`config.mk`:
```
export PLATFORM = sky130hd
export DESIGN_NAME = wb_write_arbiter
export DESIGN_NICKNAME = d
export VERILOG_FILES = /design/src/rtl/wb_pkg.sv /design/src/rtl/wb_aux_fifo.sv /design/src/rtl/wb_write_arbiter.sv
export SDC_FILE = /design/constraint.sdc
export NUM_CORES = 1
export LEC_CHECK = 0
export ABC_AREA = 1
export BUFFER_PORTS_ARGS = -buffer_cell sky130_fd_sc_hd__buf_2
export CAP_MARGIN = 10
export CORE_MARGIN = 3
export CORE_UTILIZATION = 35
export DETAILED_ROUTE_END_ITERATION = 7
export PLACE_DENSITY_LB_ADDON = 0.25
export SYNTH_ARGS = -nofsm -noshare
export SYNTH_HDL_FRONTEND = slang
export SYNTH_SLANG_ARGS = --single-unit
export TNS_END_PERCENT = 5
```
`constraint.sdc`:
```
create_clock -name clk -period 5.5 [get_ports clk]
set_clock_uncertainty 0.1 [all_clocks]
set_input_delay 0.275 -clock clk [delete_from_list [all_inputs] [get_ports clk]]
set_output_delay 0.275 -clock clk [all_outputs]
set_load 0.01 [all_outputs]
```
`src/rtl/wb_pkg.sv`:
```
// Shared widths, aux entry type and helpers for the writeback arbiter.
package wb_pkg;
   localparam int WB_ADDR_W    = 5;
   localparam int WB_DATA_W    = 32;
   localparam int WB_AUX_DEPTH = 2;
   localparam int WB_CNT_W     = 2;
   localparam int WB_NREGS     = 1 << WB_ADDR_W;

   typedef struct packed {
      logic [WB_ADDR_W-1:0] addr;
      logic [WB_DATA_W-1:0] data;
   } wb_aux_entry_t;

   function automatic logic [WB_NREGS-1:0] wb_onehot(input logic [WB_ADDR_W-1:0] a);
      logic [WB_NREGS-1:0] v;
      v    = '0;
      v[a] = 1'b1;
      return v;
   endfunction
endpackage

```
`src/rtl/wb_aux_fifo.sv`:
```
// Two-entry aux result FIFO; entry 0 is always the head.
module wb_aux_fifo
   import wb_pkg::*;
(
   input  logic                                    clk,
   input  logic                                    rst,
   input  logic                                    i_push,
   input  wb_aux_entry_t                           i_push_entry,
   input  logic                                    i_pop,
   output logic [WB_CNT_W-1:0]                     o_count,
   output wb_aux_entry_t                           o_head,
   output logic [WB_AUX_DEPTH-1:0]                 o_valid,
   output logic [WB_AUX_DEPTH-1:0][WB_ADDR_W-1:0]  o_addr
);
   logic [WB_CNT_W-1:0] r_count;
   wb_aux_entry_t       r_ent [WB_AUX_DEPTH];
   logic                w_pop;
   logic                w_push;

   assign w_pop  = i_pop && (r_count != '0);
   assign w_push = i_push && ((r_count < WB_CNT_W'(WB_AUX_DEPTH)) || w_pop);

   // Shift-style storage: pop moves entry 1 down, push lands behind the survivors.
   always_ff @(posedge clk) begin
      if (rst) begin
         r_count  <= '0;
         r_ent[0] <= '0;
         r_ent[1] <= '0;
      end else begin
         case ({w_push, w_pop})
            2'b10: begin
               if (r_count == '0) r_ent[0] <= i_push_entry;
               else               r_ent[1] <= i_push_entry;
               r_count <= r_count + 2'd1;
            end
            2'b01: begin
               r_ent[0] <= r_ent[1];
               r_count  <= r_count - 2'd1;
            end
            2'b11: begin
               if (r_count == 2'd1) begin
                  r_ent[0] <= i_push_entry;
               end else begin
                  r_ent[0] <= r_ent[1];
                  r_ent[1] <= i_push_entry;
               end
            end
            default: ;
         endcase
      end
   end

   assign o_count    = r_count;
   assign o_head     = r_ent[0];
   assign o_valid[0] = (r_count >= 2'd1);
   assign o_valid[1] = (r_count >= 2'd2);
   assign o_addr[0]  = r_ent[0].addr;
   assign o_addr[1]  = r_ent[1].addr;
endmodule

```
`src/rtl/wb_write_arbiter.sv`:
```
// Register-file write port arbiter: the pipeline has priority, buffered
// mult/div results fill idle slots, and a starve counter forces a bubble.
module wb_write_arbiter
   import wb_pkg::*;
#(
   parameter int STARVE_LIMIT = 4
) (
   input  logic                  clk,
   input  logic                  rst,
   input  logic                  pipe_we,
   input  logic [WB_ADDR_W-1:0]  pipe_waddr,
   input  logic [WB_DATA_W-1:0]  pipe_wdata,
   input  logic                  aux_valid,
   input  logic [WB_ADDR_W-1:0]  aux_addr,
   input  logic [WB_DATA_W-1:0]  aux_data,
   output logic                  aux_ready,
   output logic                  rf_we,
   output logic [WB_ADDR_W-1:0]  rf_waddr,
   output logic [WB_DATA_W-1:0]  rf_wdata,
   output logic                  stall_req,
   output logic [WB_NREGS-1:0]   aux_pending
);
   logic [WB_CNT_W-1:0]                    w_count;
   wb_aux_entry_t                          w_head;
   wb_aux_entry_t                          w_push_entry;
   logic [WB_AUX_DEPTH-1:0]                w_valid;
   logic [WB_AUX_DEPTH-1:0][WB_ADDR_W-1:0] w_addr;
   logic                                   w_fifo_ne;
   logic                                   w_push;
   logic                                   w_pop;
   logic                                   w_pipe_win;
   logic [3:0]                             w_starve_inc;
   logic [3:0]                             r_starve;
   logic                                   r_stall;
   logic                                   r_rf_we;
   logic [WB_ADDR_W-1:0]                   r_rf_waddr;
   logic [WB_DATA_W-1:0]                   r_rf_wdata;
   logic [WB_NREGS-1:0]                    w_pending;

   assign aux_ready         = (w_count < WB_CNT_W'(WB_AUX_DEPTH));
   assign w_fifo_ne         = (w_count != '0);
   // r0 is hardwired zero, so zero-address results are swallowed here.
   assign w_push            = aux_valid && aux_ready && (aux_addr != '0);
   assign w_push_entry.addr = aux_addr;
   assign w_push_entry.data = aux_data;
   // A pipeline write during a requested bubble loses to the FIFO head.
   assign w_pipe_win        = !r_stall && pipe_we && (pipe_waddr != '0);
   assign w_pop             = !w_pipe_win && w_fifo_ne;
   assign w_starve_inc      = r_starve + 4'd1;

   wb_aux_fifo u_fifo (
      .clk          (clk),
      .rst          (rst),
      .i_push       (w_push),
      .i_push_entry (w_push_entry),
      .i_pop        (w_pop),
      .o_count      (w_count),
      .o_head       (w_head),
      .o_valid      (w_valid),
      .o_addr       (w_addr)
   );

   // Count pipeline wins that skip a waiting aux entry; request a bubble at the limit.
   always_ff @(posedge clk) begin
      if (rst) begin
         r_starve <= '0;
         r_stall  <= 1'b0;
      end else begin
         r_stall <= 1'b0;
         if (w_pipe_win && w_fifo_ne) begin
            if (w_starve_inc == 4'(STARVE_LIMIT)) begin
               r_stall  <= 1'b1;
               r_starve <= '0;
            end else begin
               r_starve <= w_starve_inc;
            end
         end else begin
            r_starve <= '0;
         end
      end
   end

   // Register the winning write; address/data hold when nobody wins.
   always_ff @(posedge clk) begin
      if (rst) begin
         r_rf_we    <= 1'b0;
         r_rf_waddr <= '0;
         r_rf_wdata <= '0;
      end else begin
         r_rf_we <= w_pipe_win || w_pop;
         if (w_pipe_win) begin
            r_rf_waddr <= pipe_waddr;
            r_rf_wdata <= pipe_wdata;
         end else if (w_pop) begin
            r_rf_waddr <= w_head.addr;
            r_rf_wdata <= w_head.data;
         end
      end
   end

   // Scoreboard view of registers with a buffered aux write.
   always_comb begin
      w_pending = '0;
      for (int i = 0; i < WB_AUX_DEPTH; i++) begin
         if (w_valid[i]) w_pending = w_pending | wb_onehot(w_addr[i]);
      end
   end

   assign aux_pending = w_pending;
   assign stall_req   = r_stall;
   assign rf_we       = r_rf_we;
   assign rf_waddr    = r_rf_waddr;
   assign rf_wdata    = r_rf_wdata;
endmodule
```
### After elaboration in Yosys (flattened, before gate mapping)

Memories as Yosys holds them, arrays and structs flattened.
Index checks and enable logic that the tools add are counted.

* $add $sub $neg: 3
* magnitude comparators: 7
* equality and inequality tests: 5
* muxes and demuxes: 39
* bitwise logic cells: 8
* reductions and logical operators: 22

Operator list (count)
* $mux 37: 6
* $mux 32: 4
* $or 32x32->32: 1
* $mux 1: 24
* $lt 5x6->1 const B: 2
* $demux 1 s5: 2
* $ge 5x1->1 const B: 2
* $logic_and 1x1->1: 10
* $mux 5: 2
* $reduce_bool 5->1: 2
* $or 1x1->1: 6
* $reduce_bool 2->1: 3
* $add 4x1->4 const B: 1
* $eq 2x1->1 const B: 2
* $eq 2x2->1 const B: 2
* $eq 4x3->1 const B: 1
* $pmux 2 s2: 1
* $reduce_or 3->1: 1
* $add 2x1->2 const B: 1
* $ge 2x1->1 const B: 1
* $ge 2x2->1 const B: 1
* $logic_not 1->1: 2
* $logic_not 2->1: 1
* $logic_or 1x1->1: 2
* other kinds (4): 4

* register bits: 45
* RAM bits: 74
* bits of input ports: 78
* output and inout bits: 72
* logic and storage cells: 91
* memories kept: 1

Memory list
* u_fifo.r_ent: depth 2, bits a word 37, rd ports 2, clocked after memory_dff 0, write ports 2, line wb_aux_fifo.sv:16 `wb_aux_entry_t r_ent [WB_AUX_DEPTH];`

### Depth between registers and ports, before layout

* word-level depth: 16
* mapped depth: 14
* gate-level depth less buffers: 12

### Cells and area by module

From an unflattened synthesis, not the netlist that was laid out.

* cells, all modules: 848
* area, all modules: 7048.0 um^2

Modules (own cells, without submodules)
* wb_aux_fifo: instances 1, cells each 363, area each 3930.0 um^2, sequential area each 2262.2 um^2
* wb_write_arbiter: instances 1, cells each 485, area each 3118.0 um^2, sequential area each 860.8 um^2

### Worst setup path after synthesis

OpenSTA, ideal clock, no wires.

* kind: reg-to-reg
* start: register u_fifo.r_count[1] (netlist: u_fifo.o_count[1])
* end: memory u_fifo.r_ent[0][37] (netlist bit), enable pin
* library setup time: 445 ps
* arrival time: 3541 ps
* required time: 4955 ps
* slack: 1414 ps
* cell stages (with the launch flop): 10
* path buffers: 2
* period minus slack after synthesis: 4086 ps
* path through: dfxtp_1 -> inv_1 -> ha_1 -> buf_2 -> buf_1 -> nor2_1 -> ha_1 -> nor2_4 -> nor2_4 -> o22ai_1

RTL lines
* start: declaration: line wb_aux_fifo.sv:15 `logic [WB_CNT_W-1:0] r_count;`
* start signal: assignment: line wb_aux_fifo.sv:34 `r_count <= r_count + 2'd1;`
* start signal: assignment: line wb_aux_fifo.sv:38 `r_count <= r_count - 2'd1;`
* end: declaration: line wb_aux_fifo.sv:16

==> impl_metrics.yaml <==
global_route:
  grt_pass1_wl_um: 27900
  met3_usage: 0.0354
  grt_max_degree: 78
  grt_use_met1: 0.258
  grt_antenna_before_repair: 0
  globalRouteMet2Util: 0.255
  track_usage: 0.174
  grt_pass1_vias: 5340
  busiest_layer: "met1"
  grt_overflow: 0
timing:
  grt_setup_unrepaired: "no"
  worst_slew_pin_slew_ns: 1.10
  worst_slew_margin_rel: 0.266
  drv_slew: 0
  fmax_mhz: 313
  whs_ns: 0.0851
  final.setup.tns_ns: 0
  finalHoldViolations: 0
  post-route-min-period_ns: 3.19
  setup_violations: 0
  fin_ws_ns: 2.31
  period_share: 0.580
floorplanning:
  num_rows: 48
  die_h_um: 141
  die_x_um: 141
  dieArea_um2: 20000
  initial_core_util: 0.365
  pin_count: 150
  coreArea_um2: 17600
worst_setup_path:
  crit_fanout: 44
  critPathLaunch: "pipe_waddr[2]"
  required_ns: 5.54
  reg2reg_slack_ns: 2.39
  path_class: "in -> reg"
  reg2reg_from: "stall_req$_SDFF_PP0_"
  crit_arrival_ns: 3.24
  worstSetupStartpointType: "input pin"
  cp-end-kind: "flip-flop"
finish:
  final_common_cell: "buf_2"
  fin_util: 0.447
  final_design_area_no_fill_um2: 7860
  layout_common_cells: "149 x buf_2, 123 x inv_1, 121 x nand2_1"
  n_fill_cell: 1782
  diodes: 0
  layout-drive-gt1-share: 0.253
  final_nets: 1006
  area_delta_synth_final_pct: 22.5
  stdcell_count: 1159
placement:
  place_hpwl_um: 12100
  numPortBuffers: 149
  dp_cells: 1124
  dpl_cell_area_um2: 7250
  place_ws_ns: 1.88
  place.gp.congestion: 0.766
power:
  p_sw_mw: 1.22
  fin_total_pwr_mw: 3.49
  leakage_nw: 3.60
  internal-power_mw: 2.27
  combPwrFrac: 0.290
  clockPowerShare: 0.314
  power_frac_seq: 0.396
  swShare: 0.351
  power_density_nw_per_um2: 444
  ir_drop_mv: 0.294
clock_network:
  htree_levels: 4
  clockBufferDepth: 2
  cts_sinks: 119
  root_buffer: "clkbuf_16"
  clk_pin_slew_ns: 0.05
  clk_latency_ns: 0.42
  cts_tree: "done"
  cts_buffers: 17
detailed_routing:
  drt-total-wl_um: 17000
  wire_per_inst_um: 14.7
  drt-initial-drc-count: 469
  num_vias: 5581
  drtPass1Iterations: 6
  viasPerCell: 4.82
  ant_nets: 0
  drc: 0
hold_path:
  min_path_type: "in -> reg"
  hp-start: "pipe_waddr[3]"
logic_synthesis:
  mappedNetlistNets: 873
  seq_area_frac_synth: 0.487
  synth_ff_type: "edfxtp_1"
  syn-instance-count: 788
  synth_edf_count: 74
  post_synth.cell_area_avg_um2: 8.14
  yosysUniqueCellTypes: 32
  ys_async_sr_fraction: 0
  yosys_warnings: 0
  synth_seq_cells: 119
  synth_area_um2: 6410
run_status:
  status: "complete, no violations"
flow_run:
  max_cap_viol_count: 0
## cell type report
| type | instances | area (um^2) | share of cell area |
|---|---|---|---|
| Clock buffer | 22 | 454 | 0.0578 |
| Sequential cell | 119 | 3120 | 0.397 |
| Timing Repair Buffer | 158 | 821 | 0.104 |
| Tap cell | 225 | 282 | 0.0358 |
| Inverter | 125 | 469 | 0.0597 |
| Clock inverter | 10 | 129 | 0.0164 |
| Multi-Input combinational cell | 500 | 2580 | 0.329 |
## Yosys cell counts (all sizes together), types with 3 or more instances
cell type	instances	area share
a21oi	65	0.062
buf	35	0.036
clkbuf	9	0.0053
dfxtp	45	0.14
edfxtp	74	0.35
ha	7	0.014
inv	125	0.073
nand2	122	0.072
nand3	91	0.087
nor2	88	0.056
nor3	12	0.011
o211ai	3	0.0035
o21ai	103	0.082
xor2	3	0.0041
## logic make-up after synthesis
group                    share of synthesized area
AND/OR/NAND/NOR                              0.227
XOR/XNOR                                   0.00546
AO/OA/AOI/OAI                                0.153
adder cells (fa/ha/maj)                     0.0137
buffers and inverters                        0.114
flip-flops                                   0.487
## sequential cells by signal, indices dropped and copies added (netlist names)
| signal | cells |
|---|---|
| r_starve | 4 |
| rf_waddr | 5 |
| stall_req | 1 |
| u_fifo.r_ent | 74 |
| rf_we | 1 |
| rf_wdata | 32 |
| u_fifo.o_count | 2 |
## worst max-delay path, cell delays in order
cell and delay (ns):
buf_2 0.10, nor2_1 0.12, nand3_2 0.54, nand2_2 0.23
inv_1 0.06, nor2_1 0.17, ha_1 0.27, nand2_1 0.11
nor2_4 0.50, buf_4 0.49, a21oi_1 0.11, o21ai_1 0.14
o21ai_1 0.09
## power groups by stage
stage                     Sequential (mW)  Clock [mW]  Combinational (mW)
after floorplan                      1.37           0               0.715
after CTS                            1.38        1.12                1.02
final                                1.38        1.10                1.01
after global routing                 1.41        1.17                1.15
after global placement               1.40           0                1.00
after detailed placement             1.40           0                1.02
## path summary, 6_finish.rpt
path                                         to  cells after the start
setup / recovery  u_fifo.r_ent[0][32]$_DFFE_PP_                     13
hold / removal         rf_waddr[3]$_SDFFE_PP0P_                      5
setup reg to reg  u_fifo.r_ent[0][32]$_DFFE_PP_                     12
hold reg to reg          r_starve[0]$_SDFF_PP0_                      1
## layer usage
layer  vias up  wire length (um)
li1       2852                 -
met1      2523              8260
met2       190              7330
met3        16              1240
met4         0               191
met5         -                 0
## what timing repair did
action,4_1_cts,5_1_grt
hold buffers,3,0
endpoints found under the hold margin,3,0
buffers inserted,0,0
resized for setup,0,0
No activity file was read; power rests on OpenSTA's default activity.
